--- config.mk ---
export PLATFORM = sky130hd
export DESIGN_NAME = product_regbank
export DESIGN_NICKNAME = d
export VERILOG_FILES = /design/src/rtl/product_regbank.sv
export SDC_FILE = /design/constraint.sdc
export NUM_CORES = 2
export LEC_CHECK = 0
export CAP_MARGIN = 20
export CORE_UTILIZATION = 60
export DETAILED_ROUTE_END_ITERATION = 12
export DONT_BUFFER_PORTS = 1
export PLACE_DENSITY = 0.8
export SYNTH_ARGS = -nofsm -noshare
export SYNTH_HDL_FRONTEND = slang
export SYNTH_SLANG_ARGS = --single-unit
--- constraint.sdc ---
create_clock -name clk -period 13.93 [get_ports clk]
set_clock_uncertainty 0.2 [all_clocks]
set_input_delay 1.393 -clock clk [delete_from_list [all_inputs] [get_ports clk]]
set_output_delay 1.393 -clock clk [all_outputs]
set_load 0.02 [all_outputs]
--- src/rtl/product_regbank.sv ---
// product_regbank
//   Double-buffered product register bank. The compute side writes N_IN
//   values into any subset of N_SLOT slots of the write bank each cycle,
//   either overwriting or accumulating, with optional saturation. A swap
//   hands the write bank to the read side. The read side then streams it out
//   one slot per beat over a valid/ready interface.
//
// Ports
//   clk        rising-edge clock
//   rst        synchronous active-high reset
//   wr_en      per-slot write enable
//   acc_mode   0 = overwrite, 1 = accumulate
//   clear      zero the whole write bank, combined with this cycle's write
//   in         N_IN input values; in[i] lands in entry [i] of each enabled slot
//   swap_req   level request to swap banks
//   swap_done  one-cycle pulse after a swap is accepted
//   rd_valid   read beat available
//   rd_ready   downstream accepts the beat
//   rd_data    read_bank[i][rd_slot] for every i (combinational)
//   rd_slot    slot index of the current beat
//   rd_last    current beat is the final slot
//   busy       a drain is in progress
module product_regbank #(
    parameter int unsigned N_IN          = 4,
    parameter int unsigned N_SLOT        = 4,
    parameter int unsigned ACC_WIDTH     = 16,
    parameter bit          SAT           = 1'b1,
    parameter bit          CLEAR_ON_SWAP = 1'b1
) (
    input  logic                                          clk,
    input  logic                                          rst,
    input  logic [N_SLOT-1:0]                             wr_en,
    input  logic                                          acc_mode,
    input  logic                                          clear,
    input  logic [N_IN-1:0][ACC_WIDTH-1:0]                in,
    input  logic                                          swap_req,
    output logic                                          swap_done,
    output logic                                          rd_valid,
    input  logic                                          rd_ready,
    output logic [N_IN-1:0][ACC_WIDTH-1:0]                rd_data,
    output logic [((N_SLOT > 1) ? $clog2(N_SLOT) : 1)-1:0] rd_slot,
    output logic                                          rd_last,
    output logic                                          busy
);

    localparam int unsigned SW = (N_SLOT > 1) ? $clog2(N_SLOT) : 1;
    localparam logic [SW-1:0] LAST_SLOT = SW'(N_SLOT - 1);
    localparam logic [ACC_WIDTH-1:0] MAX_V = {1'b0, {(ACC_WIDTH-1){1'b1}}};
    localparam logic [ACC_WIDTH-1:0] MIN_V = {1'b1, {(ACC_WIDTH-1){1'b0}}};

    typedef enum logic {S_IDLE, S_DRAIN} state_t;

    state_t           r_state;
    state_t           w_state_nxt;
    logic [SW-1:0]    r_slot;
    logic [SW-1:0]    w_slot_nxt;
    logic             r_wsel;
    logic             w_accept;

    logic [ACC_WIDTH-1:0] r_bank  [2][N_SLOT][N_IN];
    logic [ACC_WIDTH-1:0] w_wnext [N_SLOT][N_IN];

    // Next contents of the write bank.
    always_comb begin
        logic [ACC_WIDTH-1:0] v_base;
        logic [ACC_WIDTH:0]   v_sum;
        logic [ACC_WIDTH-1:0] v_acc;
        for (int unsigned j = 0; j < N_SLOT; j++) begin
            for (int unsigned i = 0; i < N_IN; i++) begin
                v_base = clear ? '0 : r_bank[r_wsel][j][i];
                // One extra bit: the top two bits disagree exactly on overflow.
                v_sum  = {v_base[ACC_WIDTH-1], v_base} + {in[i][ACC_WIDTH-1], in[i]};
                if (SAT && (v_sum[ACC_WIDTH] != v_sum[ACC_WIDTH-1]))
                    v_acc = v_sum[ACC_WIDTH] ? MIN_V : MAX_V;
                else
                    v_acc = v_sum[ACC_WIDTH-1:0];
                if (wr_en[j])
                    w_wnext[j][i] = acc_mode ? v_acc : in[i];
                else
                    w_wnext[j][i] = v_base;
            end
        end
    end

    // The outgoing bank takes this cycle's write even on a swap edge; only the
    // incoming bank is optionally zeroed. The read bank is otherwise never written.
    always_ff @(posedge clk) begin
        if (rst) begin
            for (int unsigned b = 0; b < 2; b++)
                for (int unsigned j = 0; j < N_SLOT; j++)
                    for (int unsigned i = 0; i < N_IN; i++)
                        r_bank[b][j][i] <= '0;
        end else begin
            for (int unsigned j = 0; j < N_SLOT; j++)
                for (int unsigned i = 0; i < N_IN; i++)
                    r_bank[r_wsel][j][i] <= w_wnext[j][i];
            if (w_accept && CLEAR_ON_SWAP) begin
                for (int unsigned j = 0; j < N_SLOT; j++)
                    for (int unsigned i = 0; i < N_IN; i++)
                        r_bank[~r_wsel][j][i] <= '0;
            end
        end
    end

    // Drain sequencing. A swap request seen during DRAIN simply waits for IDLE.
    always_comb begin
        w_state_nxt = r_state;
        w_slot_nxt  = r_slot;
        w_accept    = 1'b0;
        case (r_state)
            S_IDLE: begin
                if (swap_req) begin
                    w_accept    = 1'b1;
                    w_state_nxt = S_DRAIN;
                    w_slot_nxt  = '0;
                end
            end
            S_DRAIN: begin
                if (rd_ready) begin
                    if (r_slot == LAST_SLOT) begin
                        w_slot_nxt  = '0;
                        w_state_nxt = S_IDLE;
                    end else begin
                        w_slot_nxt = r_slot + 1'b1;
                    end
                end
            end
            default: w_state_nxt = S_IDLE;
        endcase
    end

    // Status outputs are registered from the next-state values.
    always_ff @(posedge clk) begin
        if (rst) begin
            r_state   <= S_IDLE;
            r_slot    <= '0;
            r_wsel    <= 1'b0;
            swap_done <= 1'b0;
            rd_valid  <= 1'b0;
            busy      <= 1'b0;
            rd_last   <= 1'b0;
        end else begin
            r_state   <= w_state_nxt;
            r_slot    <= w_slot_nxt;
            if (w_accept)
                r_wsel <= ~r_wsel;
            swap_done <= w_accept;
            rd_valid  <= (w_state_nxt == S_DRAIN);
            busy      <= (w_state_nxt == S_DRAIN);
            rd_last   <= (w_state_nxt == S_DRAIN) && (w_slot_nxt == LAST_SLOT);
        end
    end

    assign rd_slot = r_slot;

    always_comb begin
        for (int unsigned i = 0; i < N_IN; i++)
            rd_data[i] = r_bank[~r_wsel][r_slot][i];
    end

endmodule

==> flow_summary.toml <==
[place]
dp.cells = 6159
gp_congestion = 0.977
io_buffers = 0
dp_hpwl_um = 99300
placed_cell_area_um2 = 43300

[detailed_routing]
dr_total_vias = 44100
wl_per_cell_um = 24.3
ant_nets = 0
first_pass_iters = 8
drc = 0
vias_per_cell = 7.04
drtIter0Drc = 5353
totalWireLength_um = 153000

[clock_tree]
cts_buffers = 59
cts_resized = 0
clk_latency_ns = 0.67
clockRootBuffer = "clkbuf_16"
holdBufCountCts = 0
htreeDepth = 2
cts_setup_buffers = 0
path_clk_slew_ns = 0.06
cts_tree = "built"
cts_sinks = 519
cts.path.max_buffers = 3

[global_route]
overflow = 0
antenna_found_initial = 1
grt_max_degree = 321
grt_pass1_vias = 41300
grt_usage_pct = 40.0
grt_pass1_wl_um = 235000

[yosys]
yosysMostFrequentCell = "nor2_1"
synth_seq_cells = 519
synth_commonest_cells = "nor2_1, nand2_1, dfxtp_1"
async_flop_share_pct = 0
synth_cells = 5583
ys.warnings.count = 0
synth-main-ff-cell = "dfxtp_1"
syn_area_per_cell_um2 = 7.76
synth_area_leaders = "dfxtp_1, ha_1, mux2i_1"
synth_top_cell_area_share_pct = 24.0
synth_cell_types = 109
synth_top_area_cell = "dfxtp_1"
ys_seq_area_share_pct = 24.0
mappedNetlistArea_um2 = 43300
syn-num-nets = 5928
synth_edf_count = 0

[layout]
num_antenna_cells = 0
multi_input_area_um2 = 30900
fill_cells = 6202
fin_cells = 6271
drive_gt1_share_pct = 7.39
seqCellArea_um2 = 10400
utilization_pct = 63.5
fin_nets = 5617
fin_area_um2 = 45400
synthToLayoutAreaGrowth_pct = 4.77

[critical_path]
startpoint_type = "flip-flop"
path_max_fanout = 106
crit_type = "reg2reg"
reg2reg_slack_ns = 6.67
cp_data_arrival_time_ns = 7.54
end_kind = "flip-flop"
critPathRequiredTime_ns = 14.20

[die]
start_util_pct = 60.6
die_height_um = 271
core_um2 = 71500
rows = 98
num_io_pins = 144
dieArea_um2 = 73300
die_w_um = 271

[hold_path]
min_path_type = "reg2reg"
worstHoldStart = "r_bank[0][139]"

[sta]
setup_tns_ns = 0
setup-violations-final = 0
rsz0062_at_grt = "false"
slew_headroom_pct = 21.6
timing.final.crit_share_pct = 52.1
hold_viol_final = 0
finalMaxSlewViolations = 0
clock.fmax_mhz = 138
period_needed_ns = 7.26
worst_slew_pin_slew_ns = 1.18

[pwr]
fin_total_pwr_w = 0.00499
ir_worst_vdd_mv = 0.104
power_density_nw_per_um2 = 110
p_leak_nw = 17.6

[job]
drv_cap = 0

[run_status]
outcome = "complete, no violations"
kinds of logic after synthesis:
family                   share of synthesized area (%)
adder cells (fa/ha/maj)                           8.71
flip-flops                                        24.0
AO/OA/AOI/OAI                                     25.2
XOR/XNOR                                          3.94
AND/OR/NAND/NOR                                   19.6
buffers and inverters                             4.71
multiplexers                                      13.9
layer usage:
layer  GRT usage (%)  part of all wire (%)  vias up
met5               0                     0        -
met4            22.5                   6.1        0
met3            8.81                    12      612
met2            61.7                    43     2792
met1            51.5                    38    20800
li1                -                     -    19900
critical path, cell delays in order, from the launching register on:
cell	delay (ns)
dfxtp_4	0.77
buf_12	0.63
buf_4	0.80
mux2i_1	0.26
nor2_1	0.07
ha_1	0.35
and2_1	0.22
a22o_1	0.20
a31oi_1	0.27
a221oi_1	0.17
o21ai_0	0.31
o21ai_0	0.14
a21oi_1	0.29
xnor2_1	0.11
ha_1	0.61
o2111ai_1	0.61
nand2_1	0.46
o211ai_1	0.18
nand3_1	0.11
a21oi_1	0.09
power breakdown:
part           internal, W  switching (W)
registers          0.00160       0.000105
logic             0.000565       0.000983
clock network      0.00103       0.000698
state kept, by name, summed over array words and instances, names as in the netlist, named ones only:
| signal | cells |
|---|---|
| rd_slot | 2 |
| r_bank | 512 |
| r_state | 1 |
| r_wsel | 1 |
| rd_last | 1 |
| swap_done | 1 |
final cells by class:
cell class	instances	share of cell area (%)
multi-input combinational	4544	68.2
timing repair buffer	38	0.692
clock inverter	26	0.840
clock buffer	84	3.84
sequential	519	22.9
tap	950	2.62
inverter	110	0.934
cells in the final DEF, fill, tap and decap left out, types with 19 or more instances in the layout:
cell       Yosys  layout
mux4_2       128     128
nor3_1        92      92
mux2i_1      298     298
and2_1        21      21
a31o_2        19      19
nand2b_1      32      32
ha_1         255     255
a31oi_1      103     103
o21ai_0      408     408
nand3_1      199     199
dfxtp_1      519     515
xor2_1        73      73
o31ai_1       54      54
nor2b_1       49      49
o21a_1        53      53
nand2_1      587     585
clkbuf_16      0      60
o32ai_1       29      29
nor3b_1       19      19
xnor2_1      122     122
or3_1         22      22
buf_4          2      35
a21o_1        90      89
o22ai_1       81      81
or2_2         30      29
o211ai_1      77      77
and3_1        44      44
maj3_1        23      23
a211oi_1     106     106
inv_1        104     100
o21bai_1      20      20
a21oi_1      388     387
nand4_1       19      19
nor2_1       764     763
path summary, 6_finish.rpt:
path	cells past startpoint	to
max	19	r_bank[1][161]
min	2	r_bank[0][139]
max reg2reg	19	r_bank[1][161]
min reg2reg	2	r_bank[0][139]
stage by stage:
step | hold WS, ns | setup WS, ns
final | 0.274 | 6.67
after global routing | 0.296 | 6.34
after CTS | 0.271 | 6.88
after detailed placement | 0.263 | 6.96
after global placement | 0.255 | 7.09
after floorplan | 0.241 | 6.84
Note: power is estimated with default switching activity, not from simulation.
